--- src/rtl/audio_pkg.sv ---
// Shared audio definitions: I2S receiver defaults, receiver state encoding and channel codes.
`timescale 1ns/1ps
package audio_pkg;

  localparam int I2S_SAMPLE_W_DEFAULT = 16;
  localparam int I2S_SLOT_MAX_DEFAULT = 32;

  typedef enum logic {
    SYNC = 1'b0,
    RUN  = 1'b1
  } rx_state_t;

  localparam logic CH_LEFT  = 1'b0;
  localparam logic CH_RIGHT = 1'b1;

endpackage

--- src/rtl/i2s_rx_sync.sv ---
// Brings lrck/bck/data into the clk domain through 2-flop synchronizers and
// registers a one-cycle bck rising-edge strobe aligned with lrck_s/data_s.
`timescale 1ns/1ps
module i2s_rx_sync (
  input  logic clk,
  input  logic rst,
  input  logic i2s_lrck,
  input  logic i2s_bck,
  input  logic i2s_data,
  output logic lrck_s,
  output logic data_s,
  output logic bck_rise
);

  // Bit order in both stages: {lrck, bck, data}
  logic [2:0] meta;
  logic [2:0] sync;
  logic       bck_d;

  // NOTE: sequential state uses non-blocking assignments so every flop samples pre-edge values.
  always_ff @(posedge clk or posedge rst) begin
    if (rst) begin
      meta     <= '0;
      sync     <= '0;
      bck_d    <= 1'b0;
      bck_rise <= 1'b0;
      lrck_s   <= 1'b0;
      data_s   <= 1'b0;
    end else begin
      meta     <= {i2s_lrck, i2s_bck, i2s_data};
      sync     <= meta;
      bck_d    <= sync[1];
      bck_rise <= sync[1] & ~bck_d;
      // Data and word select are captured in the same stage as the strobe.
      lrck_s   <= sync[2];
      data_s   <= sync[0];
    end
  end

endmodule

--- src/rtl/i2s_rx.sv ---
// Standard-format I2S receiver: oversamples lrck/bck/data and emits stereo frames.
// Optional build macro I2S_RX_PEAK_EN adds per-channel magnitude peak holders.
`timescale 1ns/1ps
module i2s_rx
  import audio_pkg::*;
#(
  parameter int SAMPLE_W = I2S_SAMPLE_W_DEFAULT,
  parameter int MAX_SLOT = I2S_SLOT_MAX_DEFAULT
) (
  input  logic                clk,
  input  logic                rst,
  input  logic                i2s_lrck,
  input  logic                i2s_bck,
  input  logic                i2s_data,
  output logic [SAMPLE_W-1:0] left_data,
  output logic [SAMPLE_W-1:0] right_data,
  output logic                sample_valid,
  output logic                frame_err,
  output logic                locked
`ifdef I2S_RX_PEAK_EN
  ,
  input  logic                peak_clear,
  output logic [SAMPLE_W-2:0] left_peak,
  output logic [SAMPLE_W-2:0] right_peak
`endif
);

  localparam int                CNT_W   = $clog2(MAX_SLOT + 1);
  localparam logic [CNT_W-1:0]  CNT_MAX = CNT_W'(MAX_SLOT);
  localparam logic [CNT_W:0]    LEN_MIN = (CNT_W + 1)'(SAMPLE_W);
  localparam logic [CNT_W:0]    LEN_MAX = (CNT_W + 1)'(MAX_SLOT);

  logic lrck_s, data_s, bck_rise;

  i2s_rx_sync u_sync (
    .clk      (clk),
    .rst      (rst),
    .i2s_lrck (i2s_lrck),
    .i2s_bck  (i2s_bck),
    .i2s_data (i2s_data),
    .lrck_s   (lrck_s),
    .data_s   (data_s),
    .bck_rise (bck_rise)
  );

  rx_state_t           state, state_d;
  logic [CNT_W-1:0]    cnt;
  logic [SAMPLE_W-1:0] shreg, shreg_in, left_hold;
  logic                prev_lrck, left_done;
  logic                chg, len_ok, slot_end, slot_err;
  logic [CNT_W:0]      slot_len;
  logic [CNT_W-1:0]    cnt_inc;

  assign chg      = (lrck_s != prev_lrck);
  // Slot length counts the change-edge bit, which is the LSB of the ending slot.
  assign slot_len = {1'b0, cnt} + (CNT_W + 1)'(1);
  assign len_ok   = (slot_len >= LEN_MIN) && (slot_len <= LEN_MAX);
  assign cnt_inc  = (cnt == CNT_MAX) ? cnt : cnt + CNT_W'(1);
  assign locked   = (state == RUN);

  // MSB-first placement; bit indices at or beyond SAMPLE_W match no position and drop out.
  always_comb begin
    shreg_in = shreg;
    for (int i = 0; i < SAMPLE_W; i++) begin
      if (int'(cnt) == SAMPLE_W - 1 - i) shreg_in[i] = data_s;
    end
  end

  always_ff @(posedge clk or posedge rst) begin
    if (rst) state <= SYNC;
    else     state <= state_d;
  end

  always_comb begin
    // NOTE: every always_comb output gets a default first so no path can infer a latch.
    state_d  = state;
    slot_end = 1'b0;
    slot_err = 1'b0;
    if (bck_rise) begin
      unique case (state)
        SYNC: if (chg) state_d = RUN;
        RUN: begin
          if (chg) begin
            if (len_ok) begin
              slot_end = 1'b1;
            end else begin
              slot_err = 1'b1;
              state_d  = SYNC;
            end
          end else if (cnt == CNT_MAX) begin
            slot_err = 1'b1;
            state_d  = SYNC;
          end
        end
        default: state_d = SYNC;
      endcase
    end
  end

  always_ff @(posedge clk or posedge rst) begin
    if (rst) begin
      cnt          <= '0;
      shreg        <= '0;
      left_hold    <= '0;
      prev_lrck    <= 1'b0;
      left_done    <= 1'b0;
      left_data    <= '0;
      right_data   <= '0;
      sample_valid <= 1'b0;
      frame_err    <= 1'b0;
    end else begin
      sample_valid <= 1'b0;
      frame_err    <= slot_err;
      if (bck_rise) begin
        prev_lrck <= lrck_s;
        // Any slot boundary, error or SYNC edge restarts the slot from a clean shift register.
        if (state == RUN && !chg && !slot_err) begin
          cnt   <= cnt_inc;
          shreg <= shreg_in;
        end else begin
          cnt   <= '0;
          shreg <= '0;
        end
        if (slot_end && prev_lrck == CH_LEFT) begin
          left_hold <= shreg_in;
          left_done <= 1'b1;
        end else if (slot_end && prev_lrck == CH_RIGHT && left_done) begin
          left_data    <= left_hold;
          right_data   <= shreg_in;
          sample_valid <= 1'b1;
          left_done    <= 1'b0;
        end else if (state_d != state) begin
          left_done <= 1'b0;
        end
      end
    end
  end

`ifdef I2S_RX_PEAK_EN
  // Magnitude of a two's-complement sample; the most negative code saturates to all-ones.
  function automatic logic [SAMPLE_W-2:0] magnitude(input logic [SAMPLE_W-1:0] s);
    logic [SAMPLE_W-1:0] neg;
    neg = -s;
    if (!s[SAMPLE_W-1])     return s[SAMPLE_W-2:0];
    else if (neg[SAMPLE_W-1]) return '1;
    else                    return neg[SAMPLE_W-2:0];
  endfunction

  logic [SAMPLE_W-2:0] left_mag, right_mag;
  assign left_mag  = magnitude(left_data);
  assign right_mag = magnitude(right_data);

  always_ff @(posedge clk or posedge rst) begin
    if (rst) begin
      left_peak  <= '0;
      right_peak <= '0;
    end else if (peak_clear) begin
      left_peak  <= '0;
      right_peak <= '0;
    end else if (sample_valid) begin
      if (left_mag > left_peak)   left_peak  <= left_mag;
      if (right_mag > right_peak) right_peak <= right_mag;
    end
  end
`endif

endmodule

--- config.mk ---
export PLATFORM = sky130hd
export DESIGN_NAME = i2s_rx
export DESIGN_NICKNAME = d
export VERILOG_FILES = /design/src/rtl/audio_pkg.sv /design/src/rtl/i2s_rx_sync.sv /design/src/rtl/i2s_rx.sv
export SDC_FILE = /design/constraint.sdc
export NUM_CORES = 1
export LEC_CHECK = 0
export ABC_CLOCK_PERIOD_IN_PS = 7700
export BUFFER_PORTS_ARGS = -buffer_cell sky130_fd_sc_hd__clkbuf_2
export CELL_PAD_IN_SITES_DETAIL_PLACEMENT = 1
export CELL_PAD_IN_SITES_GLOBAL_PLACEMENT = 1
export CORE_MARGIN = 3
export CORE_UTILIZATION = 50
export DETAILED_ROUTE_END_ITERATION = 10
export PLACE_DENSITY_LB_ADDON = 0.1
export SETUP_SLACK_MARGIN = 0.15
export SYNTH_ARGS = -nofsm -noshare
export SYNTH_HDL_FRONTEND = slang
export SYNTH_HIERARCHICAL = 1
export SYNTH_SLANG_ARGS = --single-unit
--- constraint.sdc ---
create_clock -name clk -period 7.7 [get_ports clk]
set_input_delay 0.385 -clock clk [delete_from_list [all_inputs] [get_ports clk]]
set_output_delay 0.385 -clock clk [all_outputs]
set_load 0.03 [all_outputs]
==> results.py, run 1 <==
metrics = {
    "run_status": {
        "run_status": "finished clean",
    },
    "die": {
        "number_of_i_o_pins": 40,
        "initial_core_util": 0.522,
        "die_h_um": 93.7,
        "area_of_the_core_mm2": 0.00737,
        "die_x_um": 93.7,
        "dieArea_mm2": 0.00878,
        "placementRows": 31,
    },
    "pwr": {
        "p_int_mw": 0.707,
        "design_power_total_mw": 0.953,
        "cellPowerDensity_mw_per_mm2": 222,
        "power_leakage_nw": 2.14,
        "sw_frac_of_total": 0.259,
        "pwr-share-seq": 0.496,
        "peakVddDrop_uv": 120,
        "total_switching_power_mw": 0.247,
        "pwr-share-comb": 0.121,
        "share_clk_of_total_power": 0.383,
    },
    "logic_synthesis": {
        "syn-mean-instance-area_um2": 12.1,
        "synth_top_cells_by_area": "dfrtp_1 (55%), mux2_2 (13%), nand3_1 (4.2%)",
        "most_instantiated_cells_after_synthesis": "dfrtp_1 (85), mux2_2 (44), nand3_1 (32), o21ai_0 (27), inv_1 (23)",
        "mappedNetlistArea_mm2": 0.00385,
        "synthDominantAreaCellType": "dfrtp_1",
        "synth_sequential_area_ratio": 0.553,
        "cell_with_the_most_instances_after_synthesis": "dfrtp_1",
        "post_synth_edffs": 0,
        "ys_warn_count": 6,
        "yosysTopAreaCellShare": 0.553,
        "postSynth.topFlopCell": "dfrtp_1",
        "synth_seq_cells": 85,
        "syn-num-nets": 328,
        "synth_cell_types": 38,
        "ys_async_sr_fraction": 1.00,
        "syn-instance-count": 319,
    },
    "timing": {
        "timing_worst_slew_pin_value_ps": 973,
        "relative_slew_slack": 0.350,
        "report.final.hold_viol_count": 0,
        "timing.clock.skew_ps": 6.91,
        "report.final.slew_viol_count": 0,
        "final.hold.worst_slack_ps": 7.99,
        "final.period_utilization": 0.403,
        "layout_min_cycle_time_ps": 3100,
        "setup_repair_after_global_routing_missed_its_margin": "false",
        "fmax_mhz": 322,
        "fin_tns_setup_ps": 0,
        "setup_viol": 0,
    },
    "min_path": {
        "worstHoldPathType": "in -> async",
    },
    "layout": {
        "post_route_cells_drive_above_1_share": 0.328,
        "area_growth_pct": 11.5,
        "fin_nets": 360,
        "finalCoreUtilization": 0.582,
        "antenna_cells": 0,
    },
    "drt": {
        "drtAntennaViolNets": 0,
        "number_of_vias_in_the_routed_layout": 2475,
        "totalWireLength_um": 7900,
        "post-route-drc-count": 0,
        "vias_per_cell": 5.46,
        "wire_per_inst_um": 17.4,
        "drt_iter0_markers": 68,
        "detailedRoute.firstPassIterationCount": 4,
    },
    "clocking": {
        "cts.sinks": 85,
        "count_of_hold_buffers_inserted_by_post_cts_repair": 0,
        "cts_post_setup_buffers_inserted": 0,
        "max-clock-path-buffers": 2,
        "cts.clk_slew.worst_paths_ps": 90,
        "cts_tree": "done",
        "tritoncts.num_buffers": 9,
        "cts.htree.levels": 3,
        "cts-resized-gates": 0,
        "clock-root-buffer": "clkbuf_8",
        "worstSkewPairLatency_ps": 340,
    },
    "critical_path": {
        "critPathRequiredTime_ps": 7920,
        "timing.critical_path.from_type": "flop",
        "critical_path.endpoint_type": "flop",
        "critical_path.reg2reg.startpoint": "cnt[1]$_DFFE_PP0P_",
        "worstPathMaxFanout": 33,
        "timing_worst_setup_path_type": "reg -> reg",
        "ff2ff_path_depth": 7,
        "regToRegSetupSlack_ps": 4600,
        "worst_endpoint_data_arrival_time_ps": 3330,
        "worst_r2r_endpoint": "right_data[5]$_DFFE_PP0P_",
        "critical_path_origin": "cnt[1]$_DFFE_PP0P_",
    },
    "global_routing": {
        "grt_usage": 0.195,
        "pin_count_of_the_biggest_net_entering_global_routing": 76,
        "grt_first_pass_wirelength_um": 13300,
        "grt_antenna_before_repair": 0,
        "first_global_vias": 2611,
        "grt-ovfl-total": 0,
    },
    "placement": {
        "half_perimeter_wire_length_of_the_detailed_placement_result_um": 5200,
        "place_congestion": 0.744,
        "port-buffer-count": 39,
    },
    "job": {
        "count_of_max_cap_constraint_violations": 0,
    },
}
-- worst max-delay path, stage by stage (launching register included) --
cell      delay [ps]
dfrtp_1          440
ha_1             340
nor3_1           190
a31oi_1           60
or4_4            450
o211ai_2         340
nand4_4          600
mux2_4           520
-- sequential cells by signal (all words and copies together) (netlist names), 3 cells and up --
register / flops
left_data: 16
left_hold: 16
u_sync/meta: 3
cnt: 6
shreg: 16
right_data: 16
u_sync/sync: 3
-- through the flow --
step / cell area [µm²] / cells / worst slack [ps]
3_3_place_gp: 4060 / 439 / 4730
5_1_grt: 4290 / 453 / 4400
3_5_place_dp: 4060 / 439 / 4570
6_report: 4290 / 453 / 4600
4_1_cts: 4290 / 453 / 4530
2_1_floorplan: 3850 / 319 / 5240
-- cells by family after synthesis --
group / count (synthesis) / share of synthesized area
buf+inv: 44 / 0.0556
fa+ha+maj: 4 / 0.0130
compound gates: 50 / 0.0781
flops: 85 / 0.553
mux: 62 / 0.188
simple gates: 70 / 0.103
xor+xnor: 4 / 0.00911
-- power by group through the flow --
stage,clock (mW),sequential (mW),combinational (mW)
after floorplan,0,0.481,0.0801
after global placement,0,0.481,0.112
after detailed placement,0,0.482,0.115
after CTS,0.374,0.473,0.118
after global routing,0.395,0.475,0.128
final,0.365,0.473,0.116
-- worst max-delay path by stage --
stage | depth (start not counted) | to | slack (ps)
finish | 7 | right_data[5]$_DFFE_PP0P_ | 4600
detailed placement | 7 | left_data[13]$_DFFE_PP0P_ | 4570
CTS | 7 | right_data[5]$_DFFE_PP0P_ | 4530
floorplan | 9 | left_data[8]$_DFFE_PP0P_ | 5240
global route | 7 | right_data[5]$_DFFE_PP0P_ | 4400
global placement | 7 | right_data[7]$_DFFE_PP0P_ | 4730
-- cell type report --
cell class / count / area [µm²]
fill: 769 / 3080
sequential: 85 / 2130
multi-input combinational: 190 / 1510
timing repair buffer: 42 / 218
clock buffer: 10 / 128
tap: 99 / 124
clock inverter: 4 / 98.8
inverter: 23 / 86.3
-- cell usage in the layout, fill, tap and decap left out, drive strengths merged --
cell type  Yosys  final
o211ai         1      1
and3           3      3
nand2b         2      2
a31o           3      3
mux2          61     61
a32oi          1      1
nand2         14     14
clkinv         0      1
and4b          1      1
inv           23     23
xnor2          3      3
a31oi          1      1
clkbuf        10     49
o21ai         27     27
xor2           1      1
and2           1      1
nor2           5      5
a21o           4      4
or4            1      1
nand3         33     33
ha             4      4
bufinv         0      3
nor3           1      1
nor2b          3      3
buf           11      3
o31ai          2      2
nor3b          2      2
o2bb2ai        1      1
dfrtp         85     85
nand4          3      3
mux2i          1      1
nand4b         1      1
a21oi         10     10
-- per-layer routing --
layer	track usage	wire length (µm)	up-vias
met1	0.265	3720	1277
met5	0	0	-
met4	0.0650	79	0
met3	0.0361	181	5
met2	0.316	3920	30
li1	-	-	1163
No activity file was read; power rests on OpenSTA's default activity.
==> inputs of run 2 (changes only) <==
Settings changed: ABC_CLOCK_PERIOD_IN_PS 7700 to 2750, CORE_UTILIZATION 50 to 43.
Clock period 7.7 ns to 2.75 ns, I/O delays scaled along.
==> run 2 against run 1 <==
Compared with the run above: clock skew increased by 1.8 ps; critical endpoint is now left_hold[3]$_DFFE_PP0P_; first-iteration DRC count is 25% higher; register-to-register slack worse by 4400 ps; setup slack lost 4400 ps; flip-flop and latch count stayed put; non-clock buffer count increased by 17; sequential power grew to 2.8 times the previous value; sequential share of layout area shrank 1.8 points; combinational power rose to 3.3 times the previous value; utilization down 5.6 points; hold slack better by 300 ps; total power rose to 2.7 times the previous value.
==> results.py, run 2 (synthesis gave the netlist of run 1 again) <==
metrics = {
    "run_status": {
        "run_status": "finished clean",
    },
    "drt": {
        "number_of_vias_in_the_routed_layout": 2535,
        "post-route-drc-count": 0,
        "vias_per_cell": 5.30,
        "drt_iter0_markers": 85,
        "drtAntennaViolNets": 0,
        "wire_per_inst_um": 16.4,
        "detailedRoute.firstPassIterationCount": 4,
        "totalWireLength_um": 7820,
    },
    "timing": {
        "timing_worst_slew_pin_value_ps": 486,
        "layout_min_cycle_time_ps": 2500,
        "setup_viol": 0,
        "fin_tns_setup_ps": 0,
        "report.final.slew_viol_count": 0,
        "timing.clock.skew_ps": 8.73,
        "final.period_utilization": 0.910,
        "report.final.hold_viol_count": 0,
        "fmax_mhz": 400,
        "setup_repair_after_global_routing_missed_its_margin": "false",
        "relative_slew_slack": 0.676,
    },
    "clocking": {
        "cts_tree": "done",
        "cts.sinks": 85,
        "worstSkewPairLatency_ps": 360,
        "tritoncts.num_buffers": 9,
        "clock-root-buffer": "clkbuf_8",
        "cts.clk_slew.worst_paths_ps": 90,
        "cts.htree.levels": 3,
        "max-clock-path-buffers": 2,
    },
    "layout": {
        "area_growth_pct": 15.7,
        "multi_input_comb_area_mm2": 0.00154,
        "fill_cells": 884,
        "antenna_cells": 0,
        "mostFrequentLayoutCell": "dfrtp_1",
        "fin_nets": 377,
        "layout.cells.most_common_list": "dfrtp_1 (83), mux2_2 (44), clkbuf_2 (39)",
        "post_route_cells_drive_above_1_share": 0.367,
        "fin_cells": 478,
        "area.sequential_mm2": 0.00213,
    },
    "critical_path": {
        "slowest_stage": "or4_4",
        "timing_worst_setup_path_type": "reg -> reg",
        "worst_r2r_endpoint": "left_hold[3]$_DFFE_PP0P_",
        "timing.critical_path.from_type": "flop",
        "regToRegSetupSlack_ps": 250,
        "timing.critical_path.slowest_cell_delay_ps": 560,
        "worstPathBufferInverterCount": 3,
        "crit_path_cell_trace": "inv_2 > ha_1 > or4_4 > a32oi_4 > buf_4 > nand3_4 > buf_12 > mux2_1",
        "critical_path.reg2reg.startpoint": "cnt[0]$_DFFE_PP0P_",
        "worst_endpoint_data_arrival_time_ps": 2740,
        "critical_path_origin": "cnt[0]$_DFFE_PP0P_",
        "critPathRequiredTime_ps": 2990,
        "critical_path.endpoint_type": "flop",
        "ff2ff_path_depth": 8,
        "worstPathMaxFanout": 16,
        "critical_path_s_top_delay_family": "simple AND/OR/NAND/NOR gates",
    },
    "global_routing": {
        "grt_first_pass_wirelength_um": 13300,
        "grt-ovfl-total": 0,
        "pin_count_of_the_biggest_net_entering_global_routing": 76,
        "grt_usage": 0.168,
        "grt_antenna_before_repair": 0,
        "first_global_vias": 2681,
    },
    "placement": {
        "port-buffer-count": 39,
        "place_congestion": 0.785,
        "half_perimeter_wire_length_of_the_detailed_placement_result_um": 5230,
        "placedCellCount": 453,
    },
    "die": {
        "die_h_um": 101,
        "area_of_the_core_mm2": 0.00846,
        "initial_core_util": 0.454,
        "dieArea_mm2": 0.0101,
        "placementRows": 33,
        "die_x_um": 101,
        "number_of_i_o_pins": 40,
    },
    "pwr": {
        "total_switching_power_mw": 0.772,
        "pwr-share-seq": 0.522,
        "cellPowerDensity_mw_per_mm2": 572,
        "sw_frac_of_total": 0.304,
        "peakVddDrop_uv": 337,
        "share_clk_of_total_power": 0.329,
        "pwr-share-comb": 0.150,
        "power_leakage_nw": 2.21,
        "p_int_mw": 1.77,
    },
    "job": {
        "count_of_max_cap_constraint_violations": 0,
    },
    "min_path": {
        "worstHoldPathType": "in -> async",
    },
}
## run 2: timing repair
| item | in CTS | in global routing |
|---|---|---|
| hold endpoints to repair | 88 | 0 |
| setup endpoints to repair | 26 | 42 |
| hold buffers | 4 | 0 |
| resized for setup | 2 | 6 |
| gates cloned | 0 | 0 |
| buffers inserted | 1 | 4 |
| pin swaps | 1 | 2 |
## run 2: worst max path at each step
stage                     slack, ps  depth (start not counted)                       end
after floorplan                 290                          9  left_data[8]$_DFFE_PP0P_
after global placement          230                          6  left_hold[5]$_DFFE_PP0P_
after detailed placement        100                          6  left_hold[3]$_DFFE_PP0P_
after CTS                       160                          7  left_data[0]$_DFFE_PP0P_
after global routing            150                          8  left_hold[4]$_DFFE_PP0P_
final                           250                          8  left_hold[3]$_DFFE_PP0P_
## run 2: power groups by stage
stage	clock network [mW]	registers, mW	logic [mW]
after floorplan	0	1.35	0.224
after global placement	0	1.34	0.336
after detailed placement	0	1.35	0.347
after CTS	0.875	1.32	0.361
after global routing	0.918	1.33	0.419
final	0.836	1.33	0.381
## run 2: final cells by class
| cell class | count | share of cell area |
|---|---|---|
| Sequential cell | 85 | 0.479 |
| Clock inverter | 7 | 0.0127 |
| Timing Repair Buffer | 59 | 0.0855 |
| Multi-Input combinational cell | 190 | 0.346 |
| Clock buffer | 9 | 0.0278 |
| Tap cell | 105 | 0.0295 |
| Inverter | 23 | 0.0194 |
## run 2: worst reg2reg max path, cell delays in order (launching register included)
cell and delay, ps:
dfrtp_2 430, inv_2 80, ha_1 310, or4_4 560, a32oi_4 250, buf_4 180
nand3_4 80, buf_12 180, mux2_1 320
## run 2: per-stage QoR
| step | hold slack (ps) | power (mW) | instance area [µm²] | util | setup WS, ps |
|---|---|---|---|---|---|
| after floorplan | -22.3 | 1.57 | 3850 | - | 292 |
| after global placement | 118 | 1.68 | 4140 | 0.489 | 228 |
| after detailed placement | 133 | 1.69 | 4140 | 0.489 | 96.3 |
| after CTS | 288 | 2.56 | 4400 | 0.520 | 161 |
| after global routing | 339 | 2.67 | 4450 | 0.526 | 151 |
| final | 305 | 2.54 | 4450 | 0.526 | 247 |
## run 2: metal layers
layer  global-route usage  vias up  share of wire
li1                     -     1199              -
met3               0.0339       12          0.026
met5                    0        -              0
met4               0.0674        0          0.018
met1                0.231     1288           0.49
met2                0.261       36           0.46
==> inputs of run 3 (changes only) <==
Settings changed: CORE_UTILIZATION 43 to 41.
==> run 3 against run 2 <==
Compared with the run above: global-route usage about the same; non-clock buffer count increased by 1; first-iteration DRC count is 35% higher; sequential power is essentially flat; register-to-register slack got worse by 20 ps; combinational power grew 2%; cell count grew 0.63%; setup slack lost 19 ps; critical path depth unchanged; critical endpoint is now left_hold[5]$_DFFE_PP0P_; cell area is 1.3% higher; via count decreased by 0.63%; flip-flop and latch count unchanged.
==> results.py, run 3 (synthesis gave the netlist of run 1 again) <==
metrics = {
    "drt": {
        "number_of_vias_in_the_routed_layout": 2519,
        "detailedRoute.firstPassIterationCount": 4,
        "vias_per_cell": 5.24,
        "drtAntennaViolNets": 0,
        "wire_per_inst_um": 17.0,
        "totalWireLength_um": 8170,
        "drt_iter0_markers": 115,
        "post-route-drc-count": 0,
    },
    "pwr": {
        "power_leakage_nw": 2.23,
        "cellPowerDensity_mw_per_mm2": 618,
        "total_switching_power_mw": 0.748,
        "pwr-share-comb": 0.139,
        "sw_frac_of_total": 0.268,
        "pwr-share-seq": 0.475,
        "design_power_total_mw": 2.79,
        "peakVddDrop_uv": 277,
        "share_clk_of_total_power": 0.386,
        "p_int_mw": 2.04,
    },
    "critical_path": {
        "critical_path.endpoint_type": "flop",
        "critPathRequiredTime_ps": 2990,
        "worst_endpoint_data_arrival_time_ps": 2760,
        "timing.critical_path.from_type": "flop",
        "worstPathMaxFanout": 16,
        "timing_worst_setup_path_type": "reg -> reg",
    },
    "layout": {
        "antenna_cells": 0,
        "post_route_cells_drive_above_1_share": 0.365,
        "fin_nets": 378,
        "area_growth_pct": 17.1,
        "finalCoreUtilization": 0.504,
        "layout.cells.most_common_list": "dfrtp_1 (82), mux2_2 (44), clkbuf_2 (39)",
        "fill_cells": 938,
        "multi_input_comb_area_mm2": 0.00153,
        "area.sequential_mm2": 0.00213,
        "mostFrequentLayoutCell": "dfrtp_1",
    },
    "die": {
        "placementRows": 34,
        "area_of_the_core_mm2": 0.00893,
        "initial_core_util": 0.431,
        "dieArea_mm2": 0.0106,
        "die_h_um": 103,
        "die_x_um": 103,
        "number_of_i_o_pins": 40,
    },
    "placement": {
        "port-buffer-count": 39,
        "half_perimeter_wire_length_of_the_detailed_placement_result_um": 5410,
        "place_congestion": 0.819,
    },
    "clocking": {
        "max-clock-path-buffers": 2,
        "cts_tree": "done",
        "tritoncts.num_buffers": 9,
        "clock-root-buffer": "clkbuf_8",
        "cts.sinks": 85,
        "worstSkewPairLatency_ps": 350,
        "cts.clk_slew.worst_paths_ps": 90,
        "cts.htree.levels": 3,
    },
    "run_status": {
        "run_status": "finished clean",
    },
    "timing": {
        "timing.clock.skew_ps": 10.6,
        "final.period_utilization": 0.917,
        "fin_tns_setup_ps": 0,
        "setup_repair_after_global_routing_missed_its_margin": "false",
        "final.hold.worst_slack_ps": 304,
        "setup_viol": 0,
        "timing_worst_slew_pin_value_ps": 747,
        "report.final.slew_viol_count": 0,
        "layout_min_cycle_time_ps": 2520,
        "fmax_mhz": 397,
        "relative_slew_slack": 0.502,
        "report.final.hold_viol_count": 0,
    },
    "global_routing": {
        "grt-ovfl-total": 0,
        "pin_count_of_the_biggest_net_entering_global_routing": 76,
        "grt_usage": 0.168,
        "grt_antenna_before_repair": 0,
        "first_global_vias": 2615,
        "grt_first_pass_wirelength_um": 13700,
    },
    "job": {
        "count_of_max_cap_constraint_violations": 0,
    },
    "min_path": {
        "worstHoldPathType": "in -> async",
    },
}
-- run 3: worst paths after layout --
check | cells past startpoint | to | from | slack (ps)
worst max-delay path | 8 | left_hold[5]$_DFFE_PP0P_ | cnt[0]$_DFFE_PP0P_ | 230
worst max register to register | 8 | left_hold[5]$_DFFE_PP0P_ | cnt[0]$_DFFE_PP0P_ | 230
max in group asynchronous | 4 | cnt[4]$_DFFE_PP0P_ | rst | 1970
worst min-delay path | 3 | u_sync/lrck_s$_DFF_PP0_ | rst | 300
worst min register to register | 0 | u_sync/lrck_s$_DFF_PP0_ | u_sync/sync[2]$_DFF_PP0_ | 340
min in group clk | 0 | u_sync/lrck_s$_DFF_PP0_ | u_sync/sync[2]$_DFF_PP0_ | 340
-- run 3: worst max-delay path, stage by stage, from the launching register on --
cell and delay, ps:
dfrtp_2 420, inv_2 70, ha_1 320, or4_4 560, a32oi_4 280, buf_4 180, nand3_4 80, buf_12 180
mux2_1 320
-- run 3: area by class of cell --
cell class              instances  area share
flip-flops and latches         85       0.473
well taps                     108      0.0300
multi-input cells             190       0.339
clock buffers                  10      0.0283
inverters                      23      0.0194
clock inverters                 5      0.0242
repair buffers                 60      0.0861
-- run 3: metal layers --
metal,up-vias,track usage,share of wire
met4,0,0.0588,0.015
met2,34,0.250,0.46
met3,11,0.0419,0.026
met5,-,0,0
li1,1202,-,-
met1,1272,0.241,0.49
-- run 3: per-stage QoR --
step / cells / setup WS [ps] / area (µm²)
after floorplan: 319 / 292 / 3850
after global placement: 457 / 215 / 4150
after detailed placement: 457 / 93.0 / 4150
after CTS: 477 / 156 / 4470
after global routing: 481 / 149 / 4510
final: 481 / 229 / 4510
-- run 3: power groups by stage --
stage          Sequential [mW]  Combinational (mW)  Clock (mW)
2_1_floorplan             1.35               0.224           0
3_3_place_gp              1.35               0.338           0
3_5_place_dp              1.35               0.346           0
4_1_cts                   1.33               0.360        1.10
5_1_grt                   1.33               0.430        1.15
6_report                  1.32               0.387        1.07
-- run 3: timing repair --
item / CTS / global route
setup buffers: 1 / 4
gates cloned: 0 / 0
hold buffers: 4 / 0
pin swaps: 2 / 2
hold endpoints to repair: 88 / 0
endpoints found under the setup margin: 43 / 42
gates resized for setup: 2 / 5
